`config.mk`:
```
export PLATFORM = sky130hd
export DESIGN_NAME = fp32_booth_multiplier
export DESIGN_NICKNAME = d
export VERILOG_FILES = /design/src/rtl/fp32_booth_multiplier.sv
export SDC_FILE = /design/constraint.sdc
export NUM_CORES = 1
export LEC_CHECK = 0
export ABC_AREA = 1
export CORE_UTILIZATION = 45
export CTS_BUF_LIST = sky130_fd_sc_hd__clkbuf_2 sky130_fd_sc_hd__clkbuf_4 sky130_fd_sc_hd__clkbuf_8
export CTS_CLUSTER_SIZE = 28
export DETAILED_ROUTE_END_ITERATION = 10
export MAX_ROUTING_LAYER = met4
export PLACE_DENSITY = 0.64
export SKIP_LAST_GASP = 1
export SYNTH_ARGS = -nofsm -noshare
export SYNTH_HDL_FRONTEND = slang
export SYNTH_SLANG_ARGS = --single-unit
```
`constraint.sdc`:
```
create_clock -name clk -period 4.8 [get_ports clk]
set_input_delay 0.96 -clock clk [delete_from_list [all_inputs] [get_ports clk]]
set_output_delay 0.96 -clock clk [all_outputs]
set_load 0.02 [all_outputs]
```
`src/rtl/fp32_booth_multiplier.sv`:
```
// Iterative radix-4 Booth IEEE-754 single-precision multiplier, round-to-nearest-even.
// Optional FP32_MUL_EARLY_OUT_EN: special-operand results bypass MUL/ROUND (2-cycle latency).
module fp32_booth_multiplier #(
    parameter int EXP_BIAS = 127,
    parameter int ITERS    = 13
) (
    input  logic        clk,
    input  logic        rst,
    input  logic        start,
    input  logic [31:0] a,
    input  logic [31:0] b,
    output logic        busy,
    output logic        result_valid,
    output logic [31:0] product,
    output logic [3:0]  flags
);
    localparam int CW = $clog2(ITERS);

    typedef enum logic [1:0] {IDLE, MUL, ROUND, SPECIAL} state_t;

    state_t             state, state_d;
    logic [CW-1:0]      cnt;
    logic               sign_q;
    logic signed [9:0]  esum_q;
    logic [23:0]        mcand_q;
    logic [26:0]        mplier_q;
    logic signed [25:0] acc_q;
    logic [25:0]        prod_lo_q;
    logic               spec_q;
    logic [31:0]        spec_res_q;
    logic [3:0]         spec_flg_q;

    logic accept;
    assign busy   = (state != IDLE) || result_valid;
    assign accept = (state == IDLE) && start && !result_valid;

    // Operand unpack and special-operand classification
    logic [7:0]  a_exp, b_exp;
    logic        sign_in, a_nan, b_nan, a_snan, b_snan, a_inf, b_inf, a_zero, b_zero;
    logic        spec_in;
    logic [31:0] spec_res;
    logic [3:0]  spec_flg;

    assign a_exp   = a[30:23];
    assign b_exp   = b[30:23];
    assign sign_in = a[31] ^ b[31];
    assign a_nan   = (&a_exp) && (|a[22:0]);
    assign b_nan   = (&b_exp) && (|b[22:0]);
    assign a_snan  = a_nan && !a[22];
    assign b_snan  = b_nan && !b[22];
    assign a_inf   = (&a_exp) && !(|a[22:0]);
    assign b_inf   = (&b_exp) && !(|b[22:0]);
    assign a_zero  = (a_exp == 8'h00);
    assign b_zero  = (b_exp == 8'h00);

    always_comb begin
        spec_in  = 1'b1;
        spec_res = '0;
        spec_flg = '0;
        if (a_nan || b_nan) begin
            spec_res = 32'h7FC0_0000;
            spec_flg = {a_snan || b_snan, 3'b000};
        end else if ((a_inf && b_zero) || (b_inf && a_zero)) begin
            spec_res = 32'h7FC0_0000;
            spec_flg = 4'b1000;
        end else if (a_inf || b_inf) begin
            spec_res = {sign_in, 8'hFF, 23'h0};
        end else if (a_zero || b_zero) begin
            spec_res = {sign_in, 31'h0};
        end else begin
            spec_in = 1'b0;
        end
    end

    // Booth digit from {b[2i+1], b[2i], b[2i-1]}
    logic signed [25:0] m1, m2, addend, sum;
    assign m1 = {2'b00, mcand_q};
    assign m2 = {1'b0, mcand_q, 1'b0};

    always_comb begin
        addend = '0;
        unique case (mplier_q[2:0])
            3'b001, 3'b010: addend = m1;
            3'b011:         addend = m2;
            3'b100:         addend = -m2;
            3'b101, 3'b110: addend = -m1;
            default:        addend = '0;
        endcase
        sum = acc_q + addend;
    end

    // Normalize and round the finished 48-bit product
    logic [47:0]       p;
    logic [23:0]       mant;
    logic [22:0]       frac;
    logic              g, r, s, up, inexact;
    logic signed [9:0] e;
    logic [31:0]       rnd_res;
    logic [3:0]        rnd_flg;

    assign p = {acc_q[21:0], prod_lo_q};

    always_comb begin
        if (p[47]) begin
            mant = p[47:24];
            g    = p[23];
            r    = p[22];
            s    = |p[21:0];
            e    = esum_q + 10'sd1;
        end else begin
            mant = p[46:23];
            g    = p[22];
            r    = p[21];
            s    = |p[20:0];
            e    = esum_q;
        end
        up      = g && (r || s || mant[0]);
        inexact = g || r || s;
        // An all-ones mantissa that rounds up wraps frac to zero and bumps the exponent
        frac    = mant[22:0] + {22'h0, up};
        if (up && (&mant))
            e = e + 10'sd1;
        if (e >= 10'sd255) begin
            rnd_res = {sign_q, 8'hFF, 23'h0};
            rnd_flg = 4'b0101;
        end else if (e <= 10'sd0) begin
            rnd_res = {sign_q, 31'h0};
            rnd_flg = 4'b0011;
        end else begin
            rnd_res = {sign_q, e[7:0], frac};
            rnd_flg = {3'b000, inexact};
        end
    end

    always_comb begin
        state_d = state;
        unique case (state)
            IDLE: begin
                if (accept) begin
`ifdef FP32_MUL_EARLY_OUT_EN
                    state_d = spec_in ? SPECIAL : MUL;
`else
                    state_d = MUL;
`endif
                end
            end
            MUL:     if (cnt == CW'(ITERS - 1)) state_d = ROUND;
            ROUND:   state_d = IDLE;
            SPECIAL: state_d = IDLE;
            default: state_d = IDLE;
        endcase
    end

    always_ff @(posedge clk) begin
        if (rst) begin
            state        <= IDLE;
            cnt          <= '0;
            result_valid <= 1'b0;
            product      <= '0;
            flags        <= '0;
            sign_q       <= 1'b0;
            esum_q       <= '0;
            mcand_q      <= '0;
            mplier_q     <= '0;
            acc_q        <= '0;
            prod_lo_q    <= '0;
            spec_q       <= 1'b0;
            spec_res_q   <= '0;
            spec_flg_q   <= '0;
        end else begin
            state        <= state_d;
            result_valid <= 1'b0;
            unique case (state)
                IDLE: begin
                    if (accept) begin
                        cnt        <= '0;
                        sign_q     <= sign_in;
                        esum_q     <= 10'({2'b00, a_exp} + {2'b00, b_exp}) - 10'(EXP_BIAS);
                        mcand_q    <= a_zero ? 24'h0 : {1'b1, a[22:0]};
                        mplier_q   <= {2'b00, (b_zero ? 24'h0 : {1'b1, b[22:0]}), 1'b0};
                        acc_q      <= '0;
                        prod_lo_q  <= '0;
                        spec_q     <= spec_in;
                        spec_res_q <= spec_res;
                        spec_flg_q <= spec_flg;
                    end
                end
                MUL: begin
                    acc_q     <= sum >>> 2;
                    prod_lo_q <= {sum[1:0], prod_lo_q[25:2]};
                    mplier_q  <= mplier_q >> 2;
                    cnt       <= cnt + CW'(1);
                end
                ROUND: begin
                    product      <= spec_q ? spec_res_q : rnd_res;
                    flags        <= spec_q ? spec_flg_q : rnd_flg;
                    result_valid <= 1'b1;
                end
                SPECIAL: begin
                    product      <= spec_res_q;
                    flags        <= spec_flg_q;
                    result_valid <= 1'b1;
                end
                default: ;
            endcase
        end
    end
endmodule

```
==> results of run 1 <==
==> cell type report <==
class,instances,share of cell area [%]
inverter,196,6.00
sequential,158,25.8
tap,313,3.19
multi-input combinational,1246,52.3
timing repair buffer,118,9.43
clock buffer,19,2.03
clock inverter,13,1.27
==> worst max-delay path: stages, from the launching register on <==
cell      delay [ns]
dfxtp_1         0.33
inv_1           0.09
ha_1            0.22
nand4_1         0.16
nor2_1          0.12
nand2_1         0.07
nor2_1          0.27
nand3_1         0.16
nor2_1          0.12
nand2_1         0.09
nor2_1          0.23
xor2_1          0.17
inv_1           0.07
nand2_1         0.05
o21ai_0         0.07
a21oi_1         0.11
o21ai_0         0.11
ha_1            0.36
a21oi_1         0.22
o21ai_0         0.13
a221oi_1        0.29
nand3_1         0.18
nand3_1         0.11
nand2_1         0.06
a21oi_1         0.11
o21ai_0         0.10
a21oi_1         0.12
==> logic make-up after synthesis <==
logic type / after synthesis
flops: 158
xor+xnor: 39
buf+inv: 269
simple gates: 804
fa+ha+maj: 49
compound gates: 354
==> flip-flops by register name, summed over array words and instances (netlist names), 2 cells and up <==
signal / cells
spec_res_q: 3
cnt: 4
mplier_q: 25
esum_q: 10
prod_lo_q: 26
mcand_q: 24
acc_q: 24
product: 32
flags: 4
state: 2
==> cells in the final DEF (no fill, tap or decap), types with 9 or more instances in the layout <==
| cell | n |
|---|---|
| a21oi_1 | 165 |
| a221oi_1 | 14 |
| a31oi_1 | 28 |
| buf_4 | 14 |
| clkbuf_8 | 17 |
| clkdlybuf4s50_1 | 103 |
| dfxtp_1 | 158 |
| ha_1 | 47 |
| inv_1 | 188 |
| nand2_1 | 482 |
| nand3_1 | 92 |
| nand4_1 | 42 |
| nor2_1 | 119 |
| nor2_2 | 10 |
| nor3_1 | 12 |
| nor4_1 | 18 |
| o21ai_0 | 84 |
| o21ai_1 | 9 |
| o22ai_1 | 12 |
| xnor2_1 | 9 |
| xor2_1 | 30 |
==> path summary, 6_finish.rpt <==
path / end / depth (start not counted) / from
min reg2reg: product[10] / 2 / product[10]
max reg2reg: acc_q[22] / 26 / mcand_q[0]
min: product[10] / 2 / product[10]
max: acc_q[22] / 26 / mcand_q[0]
==> layer usage <==
| metal | up-vias | global-route usage (%) | share of wire [%] |
|---|---|---|---|
| met4 | 0 | 5.14 | 0.68 |
| met2 | 199 | 40.0 | 45 |
| li1 | 5690 | - | - |
| met1 | 4819 | 32.0 | 51 |
| met5 | - | - | 0 |
| met3 | 18 | 3.03 | 3.4 |
==> power groups by stage <==
stage	Combinational, µW	Sequential (µW)	Clock [µW]
after floorplan	478	1420	0
after global placement	651	1430	0
after detailed placement	658	1430	0
after CTS	661	1400	1050
after global routing	754	1410	1110
final	662	1410	1040
==> cell usage after synthesis (4+ instances only) <==
library cell	count
nand2_1	482
inv_1	188
a21oi_1	165
dfxtp_1	158
nor2_1	119
nand3_1	92
o21ai_0	84
ha_1	47
clkbuf_1	45
nand4_1	42
xor2_1	30
a31oi_1	28
nor4_1	18
a221oi_1	14
nor3_1	12
o22ai_1	12
buf_4	11
nor2_2	10
buf_2	9
o21ai_1	9
xnor2_1	9
nand2_2	8
o32ai_1	8
inv_2	6
or2_2	6
o21a_1	5
a21o_1	4
a22oi_1	4
buf_6	4
o2111ai_1	4
==> per-stage QoR <==
step	hold WS, ns	total power (µW)	instance area, µm²	utilization [%]	cells
after floorplan	0.445	1900	10700	-	1673
after global placement	0.451	2090	11900	51.8	2031
after detailed placement	0.455	2090	11900	51.8	2031
after CTS	0.469	3120	12300	53.5	2063
after global routing	0.482	3280	12300	53.5	2063
final	0.466	3100	12300	53.5	2063
==> results.json, run 1 <==
{
  "synth_nets": 1789,
  "cp_max_fo": 5,
  "start_util_pct": 46.6,
  "clock_path_buffers": 2,
  "crit_arrival_ns": 4.58,
  "rsz0062_at_grt": "no",
  "syn_area_um2": 10700,
  "die_h_um": 156,
  "coreArea_um2": 22900,
  "place_hpwl_um": 21100,
  "cts_max_level": 4,
  "clk_latency_ns": 0.47,
  "path_class": "reg -> reg",
  "ir_worst_vdd_uv": 164,
  "antenna_left": 0,
  "area_delta_synth_final_pct": 14.9,
  "period_minus_slack_ns": 4.18,
  "tightestPinTransition_ns": 0.917,
  "finClkSkew_ns": 0.0199,
  "postCtsHoldBufs": 0,
  "cts_inserted_buffers": 17,
  "post_cts_resized": 0,
  "port_buffers": 104,
  "grt.overflow.total": 0,
  "synthCells": 1673,
  "vias_per_cell": 5.20,
  "seqCellArea_um2": 3160,
  "async_flop_share_pct": 0,
  "r2r_setup_slack_ns": 0.62,
  "yosysWarningCount": 0,
  "yosys-top-cells-area": "dfxtp_1 (30%), nand2_1 (17%), a21oi_1 (7.7%)",
  "synth-simple-area-share_pct": 32.2,
  "pre_cts_ws_ns": 0.677,
  "clkPwrFrac_pct": 33.4,
  "fin_nets": 1853,
  "grt_util_all_layers_pct": 24.4,
  "drt_wl_total_um": 27700,
  "num_rows": 55,
  "clkTransAtPathRegs_ns": 0.09,
  "grt_pass1_wl_um": 46800,
  "synthMuxAreaShare_pct": 0,
  "combinationalPowerShare_pct": 21.3,
  "ys_seq_area_share_pct": 29.6,
  "cp.required_ns": 5.20,
  "drc": 0,
  "syn_avg_cell_area_um2": 6.38,
  "hold_path.class": "reg -> reg",
  "synth-seq-cells": 158,
  "num_vias": 10700,
  "die_w_um": 156,
  "cts_tree": "done",
  "hold_viol": 0,
  "layout_setup_ws_ns": 0.617,
  "fmax_mhz": 239,
  "netSwitchingFraction_pct": 32.8,
  "cp-end-kind": "flop",
  "timing.setup.tns_ns": 0,
  "netlist-cell-type-count": 52,
  "post_cts_buffers": 0,
  "drv_slew": 0,
  "place_congestion": 0.931,
  "max_slew_margin_pct": 38.6,
  "multi_input_area_um2": 6410,
  "yosysTopAreaCell": "dfxtp_1",
  "powerDensity_nw_per_um2": 253,
  "wire_per_inst_um": 13.4,
  "setup-violations-final": 0,
  "power.internal_uw": 2090,
  "drt_first_pass_iters": 5,
  "p_sw_uw": 1020,
  "yosysTopAreaCellShare_pct": 29.6,
  "synth_top_family_by_area": "simple AND/OR/NAND/NOR gates",
  "antenna_found_initial": 0,
  "drtIter0Drc": 601,
  "cts_sinks": 158,
  "leakage_uw": 0.00519,
  "synth-edff-count": 0,
  "pwr-share-seq_pct": 45.3,
  "outcome": "completed",
  "final_layout_size_suffix_gt1_share_pct": 4.97,
  "fin_crit_sh_pct": 87.2,
  "grt_max_degree": 72,
  "first_global_vias": 9722,
  "clock-root-buffer": "clkbuf_8",
  "setup.worst_path.start_class": "flop",
  "die_area_um2": 24300,
  "synth_ff_type": "dfxtp_1",
  "nFillCells": 2432,
  "ios": 105,
  "synth-compound-area-share_pct": 18.8,
  "n_antenna_cell": 0,
  "synth-xor-area-share_pct": 3.20,
  "synthAdderAreaFrac_pct": 5.88,
  "max-cap-violations": 0
}
No activity file was read; power rests on OpenSTA's default activity.
==> run 2: changes to the inputs <==
SLEW_MARGIN = 40   (was default)
==> run 2 against run 1 <==
  * Wire length fell by 0.20%
  * Highest routed layer unchanged
  * Critical path depth did not move
  * Combinational power barely moved
  * Worst setup slack improved by 0.0015 ns
  * Non-clock buffer count did not move
==> results.json, run 2 (synthesis results as in run 1) <==
{
  "outcome": "completed",
  "finClkSkew_ns": 0.0189,
  "hold_path.class": "reg -> reg",
  "stdcell_count": 2063,
  "reg2reg_depth": 26,
  "rsz0062_at_grt": "no",
  "start_util_pct": 46.6,
  "setup-violations-final": 0,
  "area_delta_synth_final_pct": 15.0,
  "cts_max_level": 4,
  "seqCellArea_um2": 3160,
  "drt_first_pass_iters": 5,
  "clk_latency_ns": 0.47,
  "hold_depth": 2,
  "cp-end-kind": "flop",
  "num_vias": 10700,
  "grt_max_degree": 72,
  "place_area_um2": 11900,
  "cts_tree": "done",
  "cts_sinks": 158,
  "design_area_um2": 12300,
  "max_flop_register": "product",
  "clkTransAtPathRegs_ns": 0.09,
  "drv_slew": 0,
  "die_h_um": 156,
  "most-common-layout-cells": "nand2_1 (480), inv_1 (187), a21oi_1 (165), dfxtp_1 (158), nor2_1 (118)",
  "cts_inserted_buffers": 17,
  "clock-root-buffer": "clkbuf_8",
  "drtIter0Drc": 614,
  "fmax_mhz": 239,
  "largest_reg_flops": 32,
  "top_regs": "product (32), prod_lo_q (26), mplier_q (25)",
  "max_slew_margin_pct": 46.0,
  "grt.overflow.total": 0,
  "drt_wl_total_um": 27700,
  "port_buffers": 104,
  "place_congestion": 0.931,
  "ios": 105,
  "drc": 0,
  "final_core_util_pct": 53.6,
  "tightestPinTransition_ns": 0.810,
  "powerDensity_nw_per_um2": 253,
  "setup.worst_path.start_class": "flop",
  "wire_per_inst_um": 13.4,
  "multi_input_area_um2": 6420,
  "nFillCells": 2433,
  "post_cts_buffers": 0,
  "vias_per_cell": 5.21,
  "clock_path_buffers": 2,
  "place_hpwl_um": 21100,
  "final_layout_size_suffix_gt1_share_pct": 5.20,
  "grt_util_all_layers_pct": 24.4,
  "cp.required_ns": 5.19,
  "first_global_vias": 9722,
  "num_rows": 55,
  "crit_arrival_ns": 4.58,
  "fin_nets": 1853,
  "postCtsHoldBufs": 0,
  "antenna_left": 0,
  "timing.setup.tns_ns": 0,
  "max-cap-violations": 0,
  "ir_worst_vdd_uv": 162,
  "n_antenna_cell": 0,
  "grt_pass1_wl_um": 46800,
  "coreArea_um2": 22900,
  "dp.cells": 2031,
  "leakage_uw": 0.00519,
  "period_minus_slack_ns": 4.18,
  "p_total_uw": 3100,
  "die_w_um": 156,
  "post_cts_resized": 0,
  "final_common_cell": "nand2_1",
  "antenna_found_initial": 0,
  "hold_viol": 0,
  "path_class": "reg -> reg",
  "cp_max_fo": 5,
  "fin_crit_sh_pct": 87.1,
  "die_area_um2": 24300
}
-- run 2: power breakdown --
group	switching (µW)	leakage [µW]	internal [µW]
Clock	551	0.000197	486
Combinational	420	0.00371	242
Sequential	46.7	0.00128	1360
-- run 2: path summary, 6_finish.rpt --
| check | start | endpoint | slack [ns] |
|---|---|---|---|
| setup reg to reg | mcand_q[0] | acc_q[22] | 0.62 |
| hold / removal | product[10] | product[10] | 0.47 |
| hold reg to reg | product[10] | product[10] | 0.47 |
| setup / recovery | mcand_q[0] | acc_q[22] | 0.62 |
-- run 2: final cells by class --
class,instances,share of cell area (%)
Inverter,196,6.00
Sequential cell,158,25.8
Clock inverter,13,1.26
Timing Repair Buffer,118,9.42
Clock buffer,19,2.03
Multi-Input combinational cell,1246,52.3
Tap cell,313,3.19
-- run 2: layer usage --
metal	routed length [µm]	part of all wire (%)	vias to the layer above	track usage (%)
li1	-	-	5687	-
met1	13900	50	4822	32.0
met2	12500	45	211	40.0
met3	1050	3.8	18	3.03
met4	188	0.68	0	5.14
met5	0	0	-	-
-- run 2: critical path: stages, from the launching register on --
cell and delay, ns:
dfxtp_1 0.33, inv_1 0.09, ha_1 0.22, nand4_1 0.16, nor2_1 0.12, nand2_1 0.07
nor2_1 0.27, nand3_1 0.16, nor2_1 0.12, nand2_1 0.09, nor2_1 0.23, xor2_1 0.17
inv_1 0.07, nand2_1 0.05, o21ai_0 0.07, a21oi_1 0.11, o21ai_0 0.11, ha_1 0.36
a21oi_1 0.22, o21ai_0 0.13, a221oi_1 0.29, nand3_1 0.18, nand3_1 0.11, nand2_1 0.06
a21oi_1 0.11, o21ai_0 0.10, a21oi_1 0.12
-- run 2: through the flow --
stage | setup WS [ns] | hold slack (ns)
5_1_grt | 0.121 | 0.482
2_1_floorplan | 1.31 | 0.445
3_3_place_gp | 0.813 | 0.451
6_report | 0.618 | 0.466
4_1_cts | 0.648 | 0.469
3_5_place_dp | 0.677 | 0.455
==> run 3: changes to the inputs <==
ABC_CLOCK_PERIOD_IN_PS = 4800   (was default)
==> results of run 3 <==
The final DEF is identical to that of run 2; final timing and power are the same.
==> patch 1: new RTL, settings of run 2 <==
The 4 states of `state_t` get a one-hot encoding in 4 bits.
--- a/src/rtl/fp32_booth_multiplier.sv
+++ b/src/rtl/fp32_booth_multiplier.sv
@@ -18,3 +18,3 @@
 
-    typedef enum logic [1:0] {IDLE, MUL, ROUND, SPECIAL} state_t;
+    typedef enum logic [3:0] {IDLE = 4'b0001, MUL = 4'b0010, ROUND = 4'b0100, SPECIAL = 4'b1000} state_t;
 
Behaviour: no difference found for any inputs over 10 cycles, from zero or initial values and one cycle with rst high; not proved beyond that.
==> patch 1 against run 2 <==
Largest cell class unchanged. Cell area increased by 0.25%. Sequential cell count increased by 1. Highest routed layer unchanged. Clock skew decreased by 0.0038 ns. Worst setup slack got worse by 0.0072 ns. Sequential power about the same. Area after synthesis about the same. Total power decreased by 2.0%. Critical path type unchanged. Non-clock buffer count increased by 1. Routed wire length increased by 6.7%. First-iteration DRC count decreased by 11%. Synthesized cell count increased by 1.1%. Global-route usage increased by 1.5 points. Largest power group unchanged.
==> patch 1: results (changes against run 2) <==
- The via count of the routed design came to 10.9k (+2.0%).
- The multi-input gate share of the layout cell area came to 52.7% (+0.40 points).
- The maximum vdd drop was 0.154 mV (-5.4%).
- The switching component of the power is 1.01 mW (-0.66%).
- The cell with the largest stage delay on the worst path is nor4_1.
- The filler cell count in the final layout is 2435 (+0.082%).
- The minimum period implied by the final worst setup slack is 4.19 ns (+0.00718 ns).
- The via count of the first global-routing pass is 10.1k (+3.8%).
- The average detailed-routed wire length per instance was 14.1 um (+5.2%).
- By area the synthesized netlist is led by dfxtp_1 30%, nand2_1 18%, a21oi_1 6.7%, inv_1 6.4%, nor2_1 6.2%.
- In this run the most critical hold path is launched from product[8].
- The number of nets in the final layout was 1881 (+1.5%).
- The sequential cell area is 0.00318 mm^2 (+0.67%).
- The setup slack after placement is 0.641 ns (-0.0367 ns).
- The HPWL reported at the end of detailed placement is 22400 um (+6.1%).
- The actual slew at the worst max-slew pin is 0.820 ns (+0.0106 ns).
- The net count after synthesis is 1807 (+1.0%).
- The number of signal-net buffers in the layout came to 119 (+0.85%).
- The wire length of the first global-routing pass is 49200 um (+5.1%).
- The path with the worst hold slack has its endpoint at product[8].
- The critical register-to-register path startpoint is mcand_q[1].
- The run finished with clean final reports.
- The number of clock sinks is 159 (+0.63%).
- The arrival time of data at the critical path endpoint is 4.59 ns (about the same).
- The share of synthesized area occupied by flip-flops and latches came to 29.8% (+0.22 points).
- The placed standard-cell area is 0.0119 mm^2 (+0.50%).
- The clock group share of total power is 32.9% (-0.5 points).
- The first-iteration detailed-routing DRC count was 548 (-11%).
- The gate count of the mapped netlist is 1691 (+1.1%).
- The ratio of total power to cell area is 247 mW/mm^2 (-2.3%).
- The reg-to-reg critical path endpoint is acc_q[24].
- The leakage power total is 5.08 nW (-2.1%).
- The number of ordinary inverters in the final layout is 188 (-4.1%).
- The weighted congestion reported at the end of routability-driven placement is 0.939 (+0.89%).
- The count of cell types in the netlist is 50 (-3.8%).
- The proportion of cell area spent on the clock network is 3.12% (-0.17 points).
- The detail-routed via count per cell was 5.24 (+0.60%).
## patch 1: how the worst max path moves through the flow
| stage | endpoint | from |
|---|---|---|
| 6_report | acc_q[24] | mcand_q[1] |
| 5_1_grt | acc_q[24] | mcand_q[0] |
| 4_1_cts | acc_q[24] | mcand_q[1] |
| 3_5_place_dp | acc_q[24] | mcand_q[1] |
| 3_3_place_gp | acc_q[24] | mcand_q[1] |
| 2_1_floorplan | acc_q[24] | mcand_q[1] |
## patch 1: logic make-up after synthesis
group	after synthesis	share of synthesized area, %
fa+ha+maj	49	5.89
xor+xnor	22	1.81
buf+inv	252	9.52
simple gates	863	34.2
compound gates	346	18.7
flops	159	29.8
## patch 1: per-layer routing
layer / vias to the layer above / global-route usage (%) / wire [um]
li1: 5732 / - / -
met5: - / - / 0
met4: 0 / 6.30 / 414
met3: 26 / 3.42 / 1070
met1: 4996 / 33.1 / 14100
met2: 195 / 43.0 / 13900
==> patch 2: new RTL, config.mk and constraints of run 2 <==
Without the edit above. Change the parameter `ITERS` from 13 to 26.
--- a/src/rtl/fp32_booth_multiplier.sv
+++ b/src/rtl/fp32_booth_multiplier.sv
@@ -4,3 +4,3 @@
     parameter int EXP_BIAS = 127,
-    parameter int ITERS    = 13
+    parameter int ITERS    = 26
 ) (
Formal check against the unedited RTL: no difference found for any inputs over 10 cycles, from zero or initial values and one cycle with rst high; that may be too few to reach the edited logic, so the function may still have changed.
==> patch 2 against run 2 <==
Worst setup slack better by 0.025 ns. Global-route usage is 2.2 points higher. Cell area increased by 1.3%. Routed wire length is 10% higher. Total power decreased by 2.5%. First-iteration DRC count increased by 33%. Area after synthesis grew 1.3%. Sequential cell count increased by 1.
==> patch 2: results (changes against run 2) <==
- The leakage power total is 5.12 nW (-1.4%).
- The via count of the first global-routing pass is 10.4k (+6.6%).
- The global routing usage summed across all routing layers was 26.5% (+2.2 points).
- The startpoint identified for the worst hold timing path is spec_res_q[31].
- The maximum number of pins on one net before global-route repair is 70 (-2.8%).
- The share of flip-flops with an asynchronous set or reset came to 0% (unchanged).
- The met3 track demand over resource is 3.63% (+0.61 points).
- Sorting the synthesized cells by area gives the leading types as dfxtp_1 29%, nand2_1 15%, inv_1 6.5%, a21oi_1 6.2%, nor2_1 6.0%.
- The maximum cell stage delay along the critical path was 0.44 ns (+0.08 ns).
- The share of post-route cells with drive strength above 1 came to 6.27% (+1.1 points).
- The setup slack after placement is 0.761 ns (+0.0840 ns).
- The first-iteration detailed-routing DRC count came to 819 (+33%).
- The worst clock skew is 0.0242 ns (+0.00530 ns).
- The sum of routed wire length over all layers is 30500 um (+10%).
- The share of synthesized area occupied by flip-flops and latches came to 29.4% (-0.19 points).
- The average cell area after synthesis is 6.42 um^2 (+0.60%).
- The cell family contributing the most delay on the critical path is compound AO/OA/AOI/OAI gates.
- The arrival time of data at the critical path endpoint was 4.46 ns (-0.12 ns).
- The worst hold slack is 0.471 ns (+0.00443 ns).
- The share of the clock period used by the worst path after layout is 86.6% (-0.51 points).
- The average detailed-routed wire length per instance came to 14.6 um (+8.9%).
- The number of cell instances on the worst register-to-register path came to 23 (-12%).
- The global-route met2 utilization is 42.6% (+2.6 points).
- The number of search-and-repair iterations in the first detailed-routing pass is 5 (unchanged).
- The run finished with clean final reports.
- The largest driver fanout on the critical path was 6 (+1).
- The maximum vdd drop is 0.161 mV (-0.65%).
- The wire length of the first global-routing pass is 50800 um (+8.5%).
- The filler cell count in the final layout is 2498 (+2.7%).
- The met1 global-route usage is 35.0% (+3.0 points).
- The via count of the routed design is 11.0k (+2.7%).
- The HPWL reported at the end of detailed placement came to 22900 um (+8.9%).
- The critical register-to-register path startpoint is mcand_q[0].
- The net count after synthesis was 1800 (+0.61%).
- After synthesis, the most frequently instantiated cells are 440 x nand2_1, 187 x inv_1, 174 x nor2_1.
- The weighted congestion reported at the end of routability-driven placement is 0.930 (-0.11%).
- The worst hold path terminates at spec_res_q[31].
- The count of cell types in the netlist was 53 (+1.9%).
- The placed standard-cell area was 0.0121 mm^2 (+1.8%).
- The max-slew headroom at the worst pin came to 48.4% (+2.4 points).
-- patch 2: cell types whose count changed in the layout (fill, tap and decap cells not counted), sizes merged, moves of 7 or more --
cell / delta
nor3: +8
nand3: +20
a21oi: -30
nand4: -18
nand2: -32
nor2: +56
o32ai: +7
a21boi: +17
-- patch 2: cell type report --
| type | instances | area [um^2] | share of cell area (%) |
|---|---|---|---|
| Inverter | 195 | 732 | 5.89 |
| Timing Repair Buffer | 124 | 1190 | 9.56 |
| Clock inverter | 13 | 104 | 0.835 |
| Clock buffer | 19 | 255 | 2.05 |
| Multi-Input combinational cell | 1261 | 6570 | 52.9 |
| Sequential cell | 159 | 3180 | 25.6 |
| Tap cell | 319 | 399 | 3.21 |
-- patch 2: per-layer routing --
layer | part of all wire [%] | vias to the layer above
met2 | 45 | 285
met1 | 48 | 4970
met3 | 5.1 | 36
li1 | - | 5735
met5 | 0 | -
met4 | 1.6 | 0
-- patch 2: report_power, final --
part           internal [mW]  switching (mW)
Sequential              1.37          0.0469
Clock                  0.386           0.560
Combinational          0.238           0.428
Total                   1.99            1.03
-- patch 2: cell families after synthesis --
family,after synthesis,synth area share (%)
AOI/OAI and AO/OA,337,18.5
xor gates and xnor gates,36,2.92
adders and majority gates,49,5.81
buffers and inverters,264,9.80
DFF,159,29.4
and+or+nand+nor,839,33.5
-- patch 2: worst register-to-register path, delay by kind of cell (launching register included) --
kind / cells / cell delay, ns
compound gates: 8 / 1.20
simple gates: 7 / 1.12
fa+ha+maj: 2 / 0.66
buf+inv: 5 / 0.55
flops: 1 / 0.33
xor+xnor: 1 / 0.17
-- patch 2: worst max-delay path by stage --
stage               start         to  cells after the start
2_1_floorplan  mcand_q[1]  acc_q[21]                     23
3_3_place_gp   mcand_q[1]  acc_q[21]                     24
3_5_place_dp   mcand_q[0]  acc_q[21]                     24
4_1_cts        mcand_q[0]  acc_q[17]                     23
5_1_grt        mcand_q[0]  acc_q[21]                     24
6_report       mcand_q[0]  acc_q[17]                     23
